<file path="config.mk">
export PLATFORM = sky130hd
export DESIGN_NAME = icache_dm
export DESIGN_NICKNAME = d
export VERILOG_FILES = /design/src/rtl/icache_pkg.sv /design/src/rtl/icache_frame_array.sv /design/src/rtl/icache_dm.sv
export SDC_FILE = /design/constraint.sdc
export NUM_CORES = 1
export LEC_CHECK = 0
export ABC_AREA = 1
export BUFFER_PORTS_ARGS = -buffer_cell sky130_fd_sc_hd__buf_2
export CAP_MARGIN = 40
export CORE_MARGIN = 5
export CORE_UTILIZATION = 30
export CTS_BUF_LIST = sky130_fd_sc_hd__clkbuf_8
export CTS_CLUSTER_SIZE = 25
export DETAILED_ROUTE_END_ITERATION = 6
export PLACE_DENSITY = 0.55
export RECOVER_POWER = 50
export SLEW_MARGIN = 0
export SYNTH_ARGS = -nofsm -noshare
export SYNTH_HDL_FRONTEND = slang
export SYNTH_SLANG_ARGS = --single-unit
export TNS_END_PERCENT = 30
</file>
<file path="constraint.sdc">
create_clock -name CLK -period 3.92 [get_ports CLK]
set_clock_uncertainty 0.05 [all_clocks]
set_input_delay 0.588 -clock CLK [delete_from_list [all_inputs] [get_ports CLK]]
set_output_delay 0.588 -clock CLK [all_outputs]
set_load 0.01 [all_outputs]
</file>
<file path="src/rtl/icache_pkg.sv">
// Shared types and constants for the direct-mapped instruction cache.
//   icachef_t      : view of a fetch byte address {tag, idx, bytoff}
//   icache_frame_t : contents of one cache frame {valid, tag, data}
//   icstate_t      : controller states
// The struct widths follow the default geometry (SETS_DEFAULT frames).
package icache_pkg;

  localparam int SETS_DEFAULT  = 16;
  localparam int IDX_W_DEFAULT = $clog2(SETS_DEFAULT);
  localparam int TAG_W_DEFAULT = 30 - IDX_W_DEFAULT;

  typedef struct packed {
    logic [TAG_W_DEFAULT-1:0] tag;
    logic [IDX_W_DEFAULT-1:0] idx;
    logic [1:0]               bytoff;
  } icachef_t;

  typedef struct packed {
    logic                     valid;
    logic [TAG_W_DEFAULT-1:0] tag;
    logic [31:0]              data;
  } icache_frame_t;

  typedef enum logic {
    IDLE  = 1'b0,
    FETCH = 1'b1
  } icstate_t;

endpackage

</file>
<file path="src/rtl/icache_frame_array.sv">
// Frame storage for the direct-mapped instruction cache.
//   clk, rst_n : clock, asynchronous active-low reset (clears valid bits only)
//   clr_valid  : synchronous clear of every valid bit
//   wr_en      : write frame wr_idx with {wr_valid, wr_tag, wr_data}
//   rd_idx     : combinational read port -> rd_valid, rd_tag, rd_data
// A write in the same cycle as clr_valid still lands; its own valid bit is
// whatever wr_valid says, so the caller decides which one wins.
module icache_frame_array #(
  parameter int SETS  = 16,
  parameter int IDX_W = $clog2(SETS),
  parameter int TAG_W = 30 - IDX_W
) (
  input  logic             clk,
  input  logic             rst_n,
  input  logic             clr_valid,
  input  logic             wr_en,
  input  logic [IDX_W-1:0] wr_idx,
  input  logic             wr_valid,
  input  logic [TAG_W-1:0] wr_tag,
  input  logic [31:0]      wr_data,
  input  logic [IDX_W-1:0] rd_idx,
  output logic             rd_valid,
  output logic [TAG_W-1:0] rd_tag,
  output logic [31:0]      rd_data
);

  logic [SETS-1:0]  valid;
  logic [TAG_W-1:0] tags  [SETS];
  logic [31:0]      words [SETS];

  // NOTE: non-blocking assignments; the later wr_en assignment overrides the
  // clear-all for its own frame because the last scheduled update wins.
  always_ff @(posedge clk or negedge rst_n) begin
    if (!rst_n) begin
      valid <= '0;
    end else begin
      if (clr_valid) valid <= '0;
      if (wr_en)     valid[wr_idx] <= wr_valid;
    end
  end

  // NOTE: tag/data storage has no reset; the valid bits alone make stale
  // contents invisible, and leaving the arrays unreset lets them map to RAM.
  always_ff @(posedge clk) begin
    if (wr_en) begin
      tags[wr_idx]  <= wr_tag;
      words[wr_idx] <= wr_data;
    end
  end

  assign rd_valid = valid[rd_idx];
  assign rd_tag   = tags[rd_idx];
  assign rd_data  = words[rd_idx];

endmodule

</file>
<file path="src/rtl/icache_dm.sv">
// Direct-mapped, read-only instruction cache.
//   CLK, nRST                : clock, asynchronous active-low reset
//   dp_imemREN, dp_imemaddr  : datapath fetch request (addr[1:0] ignored)
//   dp_ihit, dp_imemload     : same-cycle hit and instruction (0 on no hit)
//   inval                    : synchronous invalidate-all
//   mem_iREN, mem_iaddr      : single-word fill request to memory controller
//   mem_iwait, mem_iload     : memory busy flag / fill data (valid when !iwait)
// A miss latches its word address and holds it through FETCH, so a redirect
// or stall on the fetch side never disturbs an in-flight fill.
module icache_dm
  import icache_pkg::*;
#(
  parameter int SETS = SETS_DEFAULT
) (
  input  logic        CLK,
  input  logic        nRST,
  input  logic        dp_imemREN,
  input  logic [31:0] dp_imemaddr,
  output logic        dp_ihit,
  output logic [31:0] dp_imemload,
  input  logic        inval,
  output logic        mem_iREN,
  output logic [31:0] mem_iaddr,
  input  logic        mem_iwait,
  input  logic [31:0] mem_iload
);

  localparam int IDX_W = $clog2(SETS);
  localparam int TAG_W = 30 - IDX_W;

  icstate_t    state, state_next;
  logic [31:0] miss_addr, miss_addr_next;

  logic [IDX_W-1:0] req_idx;
  logic [TAG_W-1:0] req_tag;
  logic             rd_valid;
  logic [TAG_W-1:0] rd_tag;
  logic [31:0]      rd_data;
  logic             hit;
  logic             fill_en;
  logic             unused_bytoff;

  assign req_idx       = dp_imemaddr[IDX_W+1:2];
  assign req_tag       = dp_imemaddr[31:IDX_W+2];
  assign unused_bytoff = ^dp_imemaddr[1:0];

  assign hit = dp_imemREN & rd_valid & (rd_tag == req_tag);

  icache_frame_array #(
    .SETS (SETS),
    .IDX_W(IDX_W),
    .TAG_W(TAG_W)
  ) u_frames (
    .clk      (CLK),
    .rst_n    (nRST),
    .clr_valid(inval),
    .wr_en    (fill_en),
    .wr_idx   (miss_addr[IDX_W+1:2]),
    .wr_valid (~inval),  // invalidate coinciding with a fill leaves it invalid
    .wr_tag   (miss_addr[31:IDX_W+2]),
    .wr_data  (mem_iload),
    .rd_idx   (req_idx),
    .rd_valid (rd_valid),
    .rd_tag   (rd_tag),
    .rd_data  (rd_data)
  );

  always_ff @(posedge CLK or negedge nRST) begin
    if (!nRST) begin
      state     <= IDLE;
      miss_addr <= '0;
    end else begin
      state     <= state_next;
      miss_addr <= miss_addr_next;
    end
  end

  // NOTE: every output of this block gets a default first so no path leaves
  // a signal unassigned, which would otherwise infer a latch.
  always_comb begin
    state_next     = state;
    miss_addr_next = miss_addr;
    dp_ihit        = 1'b0;
    dp_imemload    = '0;
    mem_iREN       = 1'b0;
    fill_en        = 1'b0;
    case (state)
      IDLE: begin
        if (hit && !inval) begin
          dp_ihit     = 1'b1;
          dp_imemload = rd_data;
        end else if (dp_imemREN && !inval) begin
          state_next     = FETCH;
          miss_addr_next = {dp_imemaddr[31:2], 2'b00};
        end
      end
      FETCH: begin
        mem_iREN = 1'b1;
        if (!mem_iwait) begin
          fill_en    = 1'b1;
          state_next = IDLE;
        end
      end
      default: state_next = IDLE;
    endcase
  end

  assign mem_iaddr = miss_addr;

endmodule

</file>
Word-level counts from Yosys, hierarchy flattened
Memory sizes are Yosys's and may differ from the RTL's.
Index checks and enable logic that the tools add are counted.
W data, S select, Z words.
{"block": "word_totals", "input_bits": 69, "romBits": 0, "mem_count": 2, "word_cells": 39, "latchBits": 0, "out_inout_bits": 66, "register_bits": 47, "ram_bits": 928}
{"memory": "u_frames.words", "depth": 16, "width": 32, "read_ports": 1, "rd_ports_with_merged_regs": 0, "write_ports": 1, "line": "icache_frame_array.sv:29", "source": "logic [31:0] words [SETS];"}
{"memory": "u_frames.tags", "depth": 16, "width": 26, "read_ports": 1, "rd_ports_with_merged_regs": 0, "write_ports": 1, "line": "icache_frame_array.sv:28", "source": "logic [TAG_W-1:0] tags [SETS];"}
{"block": "classes", "n_mul": 0, "n_bitwise": 5, "n_eq_ne": 1, "n_shift": 0, "add_sub_neg": 0, "muxes": 20, "n_reduce_logical": 5, "div_mod_pow": 0, "n_lt_le_gt_ge": 3}
{"operator": "$mux W32", "count": 2}
{"operator": "$mux W16", "count": 2}
{"operator": "$eq A26 B26 Y1", "count": 1}
{"operator": "$bwmux W16", "count": 1}
{"operator": "$mux W1", "count": 12}
{"operator": "$lt A4 B5 Y1 const B", "count": 2}
{"operator": "$bmux W1 S4", "count": 1}
{"operator": "$demux W1 S4", "count": 1}
{"operator": "$ge A4 B1 Y1 const B", "count": 1}
{"operator": "$logic_and A1 B1 Y1", "count": 3}
{"operator": "$not A1 Y1", "count": 3}
{"operator": "$reduce_and A3 Y1", "count": 1}
{"operator": "$and A1 B1 Y1", "count": 2}
{"operator": "$pmux W1 S2", "count": 1}
{"operator": "$logic_not A1 Y1", "count": 1}

Logic depth before layout (Yosys ltp)
Gate-level depths: netlist of the first run.
{"block": "logic_depth", "ltp_word": 7, "depth_mapped": 22, "ltp_nobuf": 18}

Hierarchy
From an unflattened synthesis of the first run, not the netlist that was laid out.
{"block": "hier_totals", "cells_unflattened": 4301, "area_unflattened_um2": 43145.1}
{"module": "icache_frame_array", "n_inst": 1, "area_per_inst_um2": 40500.1, "cells_per_inst": 3883, "seq_area_each_um2": 28267.1}
{"module": "icache_dm", "n_inst": 1, "area_per_inst_um2": 2645.0, "cells_per_inst": 418, "seq_area_each_um2": 775.7}

Worst setup path after synthesis of the first run
OpenSTA, ideal clock, no wires.
{"block": "synth_path", "path_kind": "input -> register", "from": "input port mem_iwait", "to": "memory u_frames.tags[10][0] (netlist name) (enable)", "t_required_ns": 3.394, "arrival_time_ns": 3.387, "setup_ns": 0.476, "path_buffers": 0, "path_stages": 5, "slack_ns": 0.007, "cell_sequence": "nor2_1 -> inv_1 -> nor2_1 -> inv_1 -> nor2_1"}
{"block": "synth_between", "elab_chain_cells": 4}
{"element": "start: declaration", "line": "icache_dm.sv:24", "source": "input logic mem_iwait,"}
{"element": "$mux W1", "line": "icache_dm.sv:99", "source": "if (!mem_iwait) begin"}
{"element": "$mux W1", "line": "icache_dm.sv:87", "source": "case (state)"}
{"element": "$mux W1", "line": "icache_frame_array.sv:45", "source": "if (wr_en) begin"}
{"element": "$mux W1 (not written as such)", "line": "icache_frame_array.sv:46", "source": "tags[wr_idx] <= wr_tag;"}
{"element": "end: declaration", "line": "icache_frame_array.sv:28"}
Every way passes these cells.

Final worst setup path of the first run
{"block": "layout_path", "from": "input port dp_imemaddr[2]", "to": "output port dp_imemload[30]"}
{"block": "layout_between", "elab_chain_cells": 7, "word_cells_on_any_way": 10, "cone_classes": "1 x eq/ne; 4 x mux; 2 x bitwise; 1 x reduce/logical; 2 x memory"}
{"element": "start: declaration", "line": "icache_dm.sv:18", "source": "input logic [31:0] dp_imemaddr,"}
{"element": "branches (longest 5 deep; another with $mem_v2 Z16 W26)"}
{"element": "$mux W32 *", "line": "icache_dm.sv:89", "source": "if (hit && !inval) begin"}
{"element": "$mux W32 *", "line": "icache_dm.sv:87"}
{"element": "end: declaration", "line": "icache_dm.sv:20", "source": "output logic [31:0] dp_imemload,"}
Every way passes the cells marked *. The select of a mux whose other input is x is not followed.

==> impl_metrics.toml, run 1 <==
[synth]
synth_cells = 3332
synth_cell_types = 30
yosysMostFrequentCell = "edfxtp_1"
synth_edf_count = 928
syn_avg_cell_area_um2 = 11.9
postSynthRegisterBits = 975
synth_area_um2 = 39800
synth_seq_area_share_pct = 73.0
synth.top_cells.by_count = "928 x edfxtp_1, 913 x nand2_1, 290 x nand3_1"
synth_ff_type = "edfxtp_1"
synth_area_leader_cell = "edfxtp_1"
synth.top_cell.area_share_pct = 70.0
yosys_warnings = 0
async_reset_ff_share_pct = 4.82
synth.area.top_cells = "edfxtp_1 70%, nand2_1 8.6%, nand3_1 3.6%"

[setup_path]
reg2reg_slack_ns = 0.80
critPathMostFrequentCell = "nand2_1"
path_cells = "buf_8 > buf_16 > buf_6 > nor2_1 > nor2_1 > o21ai_0 > nand3_1 > nand3_1 > nand2_1 > nand2_1 > nand2_1 > nand2_1 > nor2_1 > nand3_1 > nor2_4 > buf_6 > nand2_8 > buf_12 > nor2_4 > buf_6"
critPathArrivalTime_ns = 3.19
reg2reg_depth = 7
required_ns = 3.28
critical_path.max_stage_delay_ns = 0.22
critPathBufInv = 6
critPathSlowestCell = "buf_16"
start_kind = "primary input"
cpLargestDelayFamily = "simple AND/OR/NAND/NOR gates"
r2r_start = "state$_DFF_PN0_"
cp_max_fo = 29
r2r_end = "u_frames.tags[3][7]$_DFFE_PP_"
crit_type = "primary input to output pin"
cp-endpoint = "dp_imemload[30]"
crit_path_end_kind = "output pin"
crit_start = "dp_imemaddr[2]"
worst-path-stages = 20

[global_route]
grt_use_met1_pct = 22.8
met2_usage_pct = 25.1
use_met3_pct = 2.98
grt_pass1_wl_um = 170000
grt.total_usage_pct = 16.1
overflow = 0
antenna_found_initial = 10
grt_pass1_vias = 25300
grt_start_max_net_pins = 121
grt_busiest_layer = "met2"

[timing]
finalMaxSlewViolations = 50
finalCriticalPeriod_ns = 3.83
rsz0062_at_grt = "true"
setup_viol = 0
hold_violations = 0
finalCritPeriodShare_pct = 97.6
worst_pin_slew_ns = 1.78
fmaxAchievable_ghz = 0.261
slew_headroom_pct = -18.7

[job]
cap_viol_max_count = 2

[route]
wl_per_cell_um = 21.6
routed_via_density = 4.91
drt_wl_total_um = 118000
first_pass_iters = 5
drc = 0
ant_nets = 0
routed-via-count = 26800
drt_iter0_drc = 2509

[finish]
fin_nets = 3635
num-fill-cells = 12800
finalNonFillerCells = 5448
drive_above_1_share_pct = 13.3
synthToLayoutAreaGrowth_pct = 17.8

[worst_hold_path]
hold_class = "primary input to flop"

[cts]
numCtsBuffers = 159
clock_latency_ns = 0.84
clockBufferDepth = 3
root_buffer = "clkbuf_8"
htreeDepth = 4
path_clk_slew_ns = 0.06
cts_tree = "done"
cts_sinks = 975

[place]
dp_cells = 5098
dp_hpwl_um = 60300
gp_congestion = 0.783
io_buffers = 130

[outcome]
status = "finished with violations"
violations = "capacitance limit, slew limit"

[power_and_ir_drop]
p_comb_share_pct = 7.6
seqPwrFrac_pct = 54.8
clkPwrFrac_pct = 37.6
p_sw_share_pct = 25.2
leakage_nw = 17.3
p_switching_w = 0.00558
p_int_w = 0.0166
powerDensity_nw_per_um2 = 473
total_power_w = 0.0221
ir_drop_mv = 0.294

[floorplan]
die_h_um = 374
start_util_pct = 30.2
dieArea_um2 = 140000
row_count = 133
core_um2 = 132000
die-width_um = 374
io_pins = 135
==> worst reg2reg max path: stages (launching register included) <==
cell and delay [ns]:
dfrtp_1 0.45, inv_1 0.22, nor2_1 0.07, inv_1 0.12, nor2_1 0.07, nand2_1 0.11
clkinvlp_2 1.02, buf_12 0.63
==> cells by family after synthesis <==
family / after synthesis / synth area share (%)
AO/OA/AOI/OAI: 513 / 7.96
AND/OR/NAND/NOR: 1441 / 14.8
buffers and inverters: 402 / 4.24
flip-flops: 975 / 73.0
other: 1 / 0.00943
==> per-layer routing <==
metal  vias up  wire, µm
met3       181      8100
li1      12300         -
met5         -        55
met4         8      2560
met2       920     54100
met1     13400     52800
==> power by group through the flow <==
stage               registers (W)  logic [W]  clock network (W)
floorplan                  0.0122   0.000858                  0
global placement           0.0123    0.00159                  0
detailed placement         0.0124    0.00160                  0
CTS                        0.0121    0.00166            0.00853
global route               0.0122    0.00184            0.00901
finish                     0.0121    0.00168            0.00832
==> cell usage in the layout, fill, tap and decap left out, types with 19 or more instances in the layout <==
| cell type | synthesis | final |
|---|---|---|
| edfxtp_1 | 928 | 928 |
| nand2_1 | 913 | 902 |
| nand3_1 | 290 | 266 |
| a21oi_1 | 254 | 252 |
| inv_1 | 189 | 240 |
| nor2_1 | 196 | 182 |
| clkbuf_8 | 0 | 173 |
| a221oi_1 | 117 | 117 |
| buf_2 | 65 | 87 |
| o21ai_0 | 60 | 56 |
| dlygate4sd3_1 | 0 | 54 |
| buf_4 | 8 | 52 |
| dfrtp_1 | 47 | 47 |
| clkbuf_1 | 95 | 34 |
| buf_12 | 0 | 33 |
| o31ai_1 | 32 | 32 |
| nor2_2 | 29 | 28 |
| nand3_2 | 0 | 24 |
| o211ai_1 | 21 | 21 |
| o21ai_1 | 15 | 19 |
==> state kept, by name, indices dropped and copies added (netlist names) <==
register	cells
mem_iaddr	30
state	1
u_frames.valid	16
u_frames.words	512
u_frames.tags	416
==> stage by stage <==
| step | setup TNS (ns) | cell area, µm² | util, % | setup WS [ns] | hold slack (ns) |
|---|---|---|---|---|---|
| finish | 0 | 46800 | 35.6 | 0.0927 | 0.0874 |
| global route | -1.15 | 46800 | 35.6 | -0.0881 | 0.0578 |
| CTS | -0.0262 | 46500 | 35.3 | -0.0227 | 0.0000315 |
| detailed placement | -1.17 | 43000 | 32.6 | -0.116 | 0.424 |
| global placement | -4.01 | 42900 | 32.6 | -0.214 | 0.418 |
| floorplan | 0 | 39800 | - | 0.00690 | 0.242 |
==> cell type report <==
| type | instances | area, µm² | share of cell area [%] |
|---|---|---|---|
| Clock inverter | 109 | 563 | 1.20 |
| Multi-Input combinational cell | 1956 | 9340 | 19.9 |
| Inverter | 192 | 772 | 1.65 |
| Timing Repair Buffer | 282 | 2550 | 5.44 |
| Tap cell | 1755 | 2200 | 4.69 |
| Clock buffer | 172 | 2370 | 5.05 |
| Sequential cell | 975 | 29000 | 62.0 |
| Antenna cell | 7 | 17.5 | 0.0374 |
==> how the worst min path moves through the flow <==
stage                                           start                              end  slack (ns)  cells past startpoint
after floorplan                                  nRST        mem_iaddr[10]$_DFFE_PN0P_        0.24                      0
after global placement    u_frames.valid[8]$_DFF_PN0_      u_frames.valid[8]$_DFF_PN0_        0.42                      1
after detailed placement  u_frames.valid[6]$_DFF_PN0_      u_frames.valid[6]$_DFF_PN0_        0.42                      1
final                                           inval      u_frames.valid[7]$_DFF_PN0_        0.09                      2
after global routing                            inval      u_frames.valid[3]$_DFF_PN0_        0.06                      2
after CTS                               mem_iload[18]  u_frames.words[8][18]$_DFFE_PP_     0.00003                      1
==> what timing repair did <==
item | CTS | global route
buffers inserted | 0 | 4
hold endpoints to repair | 358 | 0
pin swaps | 3 | 3
setup endpoints to repair | 33 | 33
gates resized for setup | 11 | 66
cloned | 1 | 3
hold buffers | 54 | 0
(Power assumes the default switching activity.)
==> run 2: changes to the inputs <==
Settings changed: BUFFER_PORTS_ARGS -buffer_cell sky130_fd_sc_hd__buf_2 to -buffer_cell sky130_fd_sc_hd__buf_4.
==> impl_metrics.toml, run 2 (same netlist as run 1, synthesis figures left out) <==
[setup_path]
cpLargestDelayFamily = "buffers and inverters"
r2r_end = "u_frames.tags[2][9]$_DFFE_PP_"
critPathSlowestCell = "inv_8"
reg2reg_depth = 7
r2r_start = "state$_DFF_PN0_"
start_kind = "primary input"
crit_path_end_kind = "output pin"
cp_max_fo = 34
reg2reg_slack_ns = 0.60
critPathMostFrequentCell = "nand2_1"
critical_path.max_stage_delay_ns = 0.25
crit_type = "primary input to output pin"
critPathBufInv = 8
path_cells = "buf_8 > inv_8 > buf_12 > buf_4 > nand2_1 > nand2_1 > nand2_1 > nand3_1 > nand3_1 > nand2_1 > nand2_1 > nand2_1 > and3_1 > nand3_1 > nor2_4 > buf_6 > nand2_8 > buf_12 > buf_12 > nor2_2 > buf_4"
required_ns = 3.28
critPathArrivalTime_ns = 3.25

[finish]
num-fill-cells = 13000
final_cell_mix = "928 x edfxtp_1, 902 x nand2_1, 274 x nand3_1"
largest-register = "u_frames.words"
stdcell_area_um2 = 47200
largest_reg_flops = 512
synthToLayoutAreaGrowth_pct = 18.6
drive_above_1_share_pct = 13.3
multi_input_area_um2 = 9300
layout_commonest_cell = "edfxtp_1"
seqCellArea_um2 = 29000
fin_nets = 3667

[timing]
finalCriticalPeriod_ns = 3.89
rsz0062_at_grt = "true"
hold_violations = 0
hold_slack_ns = 0.237
fmaxAchievable_ghz = 0.257
setup_viol = 0
fin_ws_ns = 0.0302
tns_ns = 0
slew_headroom_pct = -39.4
worst_pin_slew_ns = 2.09
finalCritPeriodShare_pct = 99.2
finalMaxSlewViolations = 78

[job]
cap_viol_max_count = 2

[outcome]
status = "finished with violations"
violations = "capacitance limit, slew limit"

[place]
io_buffers = 130
placed_area_um2 = 43500
pre_cts_slack_ns = -0.185
gp_congestion = 0.789
dp_hpwl_um = 61300

[cts]
root_buffer = "clkbuf_8"
htreeDepth = 4
cts_tree = "done"
clockBufferDepth = 3
clock_latency_ns = 0.86
numCtsBuffers = 160
cts_sinks = 975
path_clk_slew_ns = 0.06

[floorplan]
io_pins = 135
row_count = 133
dieArea_um2 = 140000
die_h_um = 374
die-width_um = 374
core_um2 = 132000
start_util_pct = 30.2

[global_route]
overflow = 0
antenna_found_initial = 4
grt.total_usage_pct = 16.0
grt_pass1_wl_um = 170000
grt_pass1_vias = 25800
grt_start_max_net_pins = 152

[route]
wl_per_cell_um = 20.9
drc = 0
routed-via-count = 26700
first_pass_iters = 5
drt_iter0_drc = 2294
ant_nets = 0
routed_via_density = 4.86
drt_wl_total_um = 115000

[power_and_ir_drop]
ir_drop_mv = 0.326
seqPwrFrac_pct = 55.1
p_switching_w = 0.00560
leakage_nw = 17.5
p_sw_share_pct = 25.4
p_int_w = 0.0164
powerDensity_nw_per_um2 = 467
clkPwrFrac_pct = 37.1
p_comb_share_pct = 7.8

[worst_hold_path]
hold_class = "primary input to flop"
min_delay_path_depth = 5
worstHoldStart = "dp_imemREN"
whs_endpoint = "mem_iaddr[4]$_DFFE_PN0P_"
-- run 2: final cells by class --
type	count	area share [%]
diodes	6	0.0318
clock buffers	164	4.78
clock inverters	126	1.35
inverters	192	1.63
multi-input cells	1956	19.7
flip-flops and latches	975	61.6
well taps	1755	4.65
repair buffers	313	6.28
-- run 2: metrics by stage --
step	utilization, %	std cells	total power (W)
2_1_floorplan	-	3333	0.0131
3_3_place_gp	33.0	5125	0.0140
3_5_place_dp	33.0	5125	0.0140
4_1_cts	35.9	5481	0.0223
5_1_grt	35.8	5485	0.0230
6_report	35.8	5487	0.0220
-- run 2: worst min-delay path: stages --
cell	delay [ns]
buf_4	0.15
nand2_1	0.14
nor2_4	0.08
nand3_1	0.08
nand2_1	0.05
-- run 2: what timing repair did --
item | 4_1_cts | 5_1_grt
hold buffers | 62 | 0
endpoints found under the hold margin | 597 | 0
pin swaps | 7 | 15
setup buffers | 3 | 0
gates cloned | 1 | 0
setup endpoints to repair | 33 | 33
gates resized for setup | 42 | 27
-- run 2: per-layer routing --
metal  vias to the layer above  track usage (%)  part of all wire (%)
li1                      12400                -                     -
met1                     13300             22.8                    46
met2                       837             25.0                    46
met3                       179             2.92                   6.2
met4                         2             5.16                   2.5
met5                         -                0                 0.011
-- run 2: power by group through the flow --
| stage | combinational (W) | sequential [W] | clock [W] |
|---|---|---|---|
| global placement | 0.00166 | 0.0123 | 0 |
| finish | 0.00171 | 0.0121 | 0.00818 |
| global route | 0.00189 | 0.0122 | 0.00891 |
| floorplan | 0.000858 | 0.0122 | 0 |
| detailed placement | 0.00167 | 0.0124 | 0 |
| CTS | 0.00175 | 0.0121 | 0.00841 |
-- run 2: how the worst max path moves through the flow --
stage	endpoint	slack, ns	startpoint	cells after the start
final	dp_imemload[2]	0.03	dp_imemaddr[2]	21
after global routing	dp_imemload[12]	-0.15	u_frames.tags[1][2]$_DFFE_PP_	19
after CTS	dp_imemload[11]	-0.006	u_frames.tags[10][19]$_DFFE_PP_	19
after detailed placement	dp_imemload[0]	-0.19	dp_imemaddr[2]	20
after global placement	dp_imemload[0]	-0.24	dp_imemaddr[2]	20
after floorplan	u_frames.tags[10][0]$_DFFE_PP_	0.007	mem_iwait	5
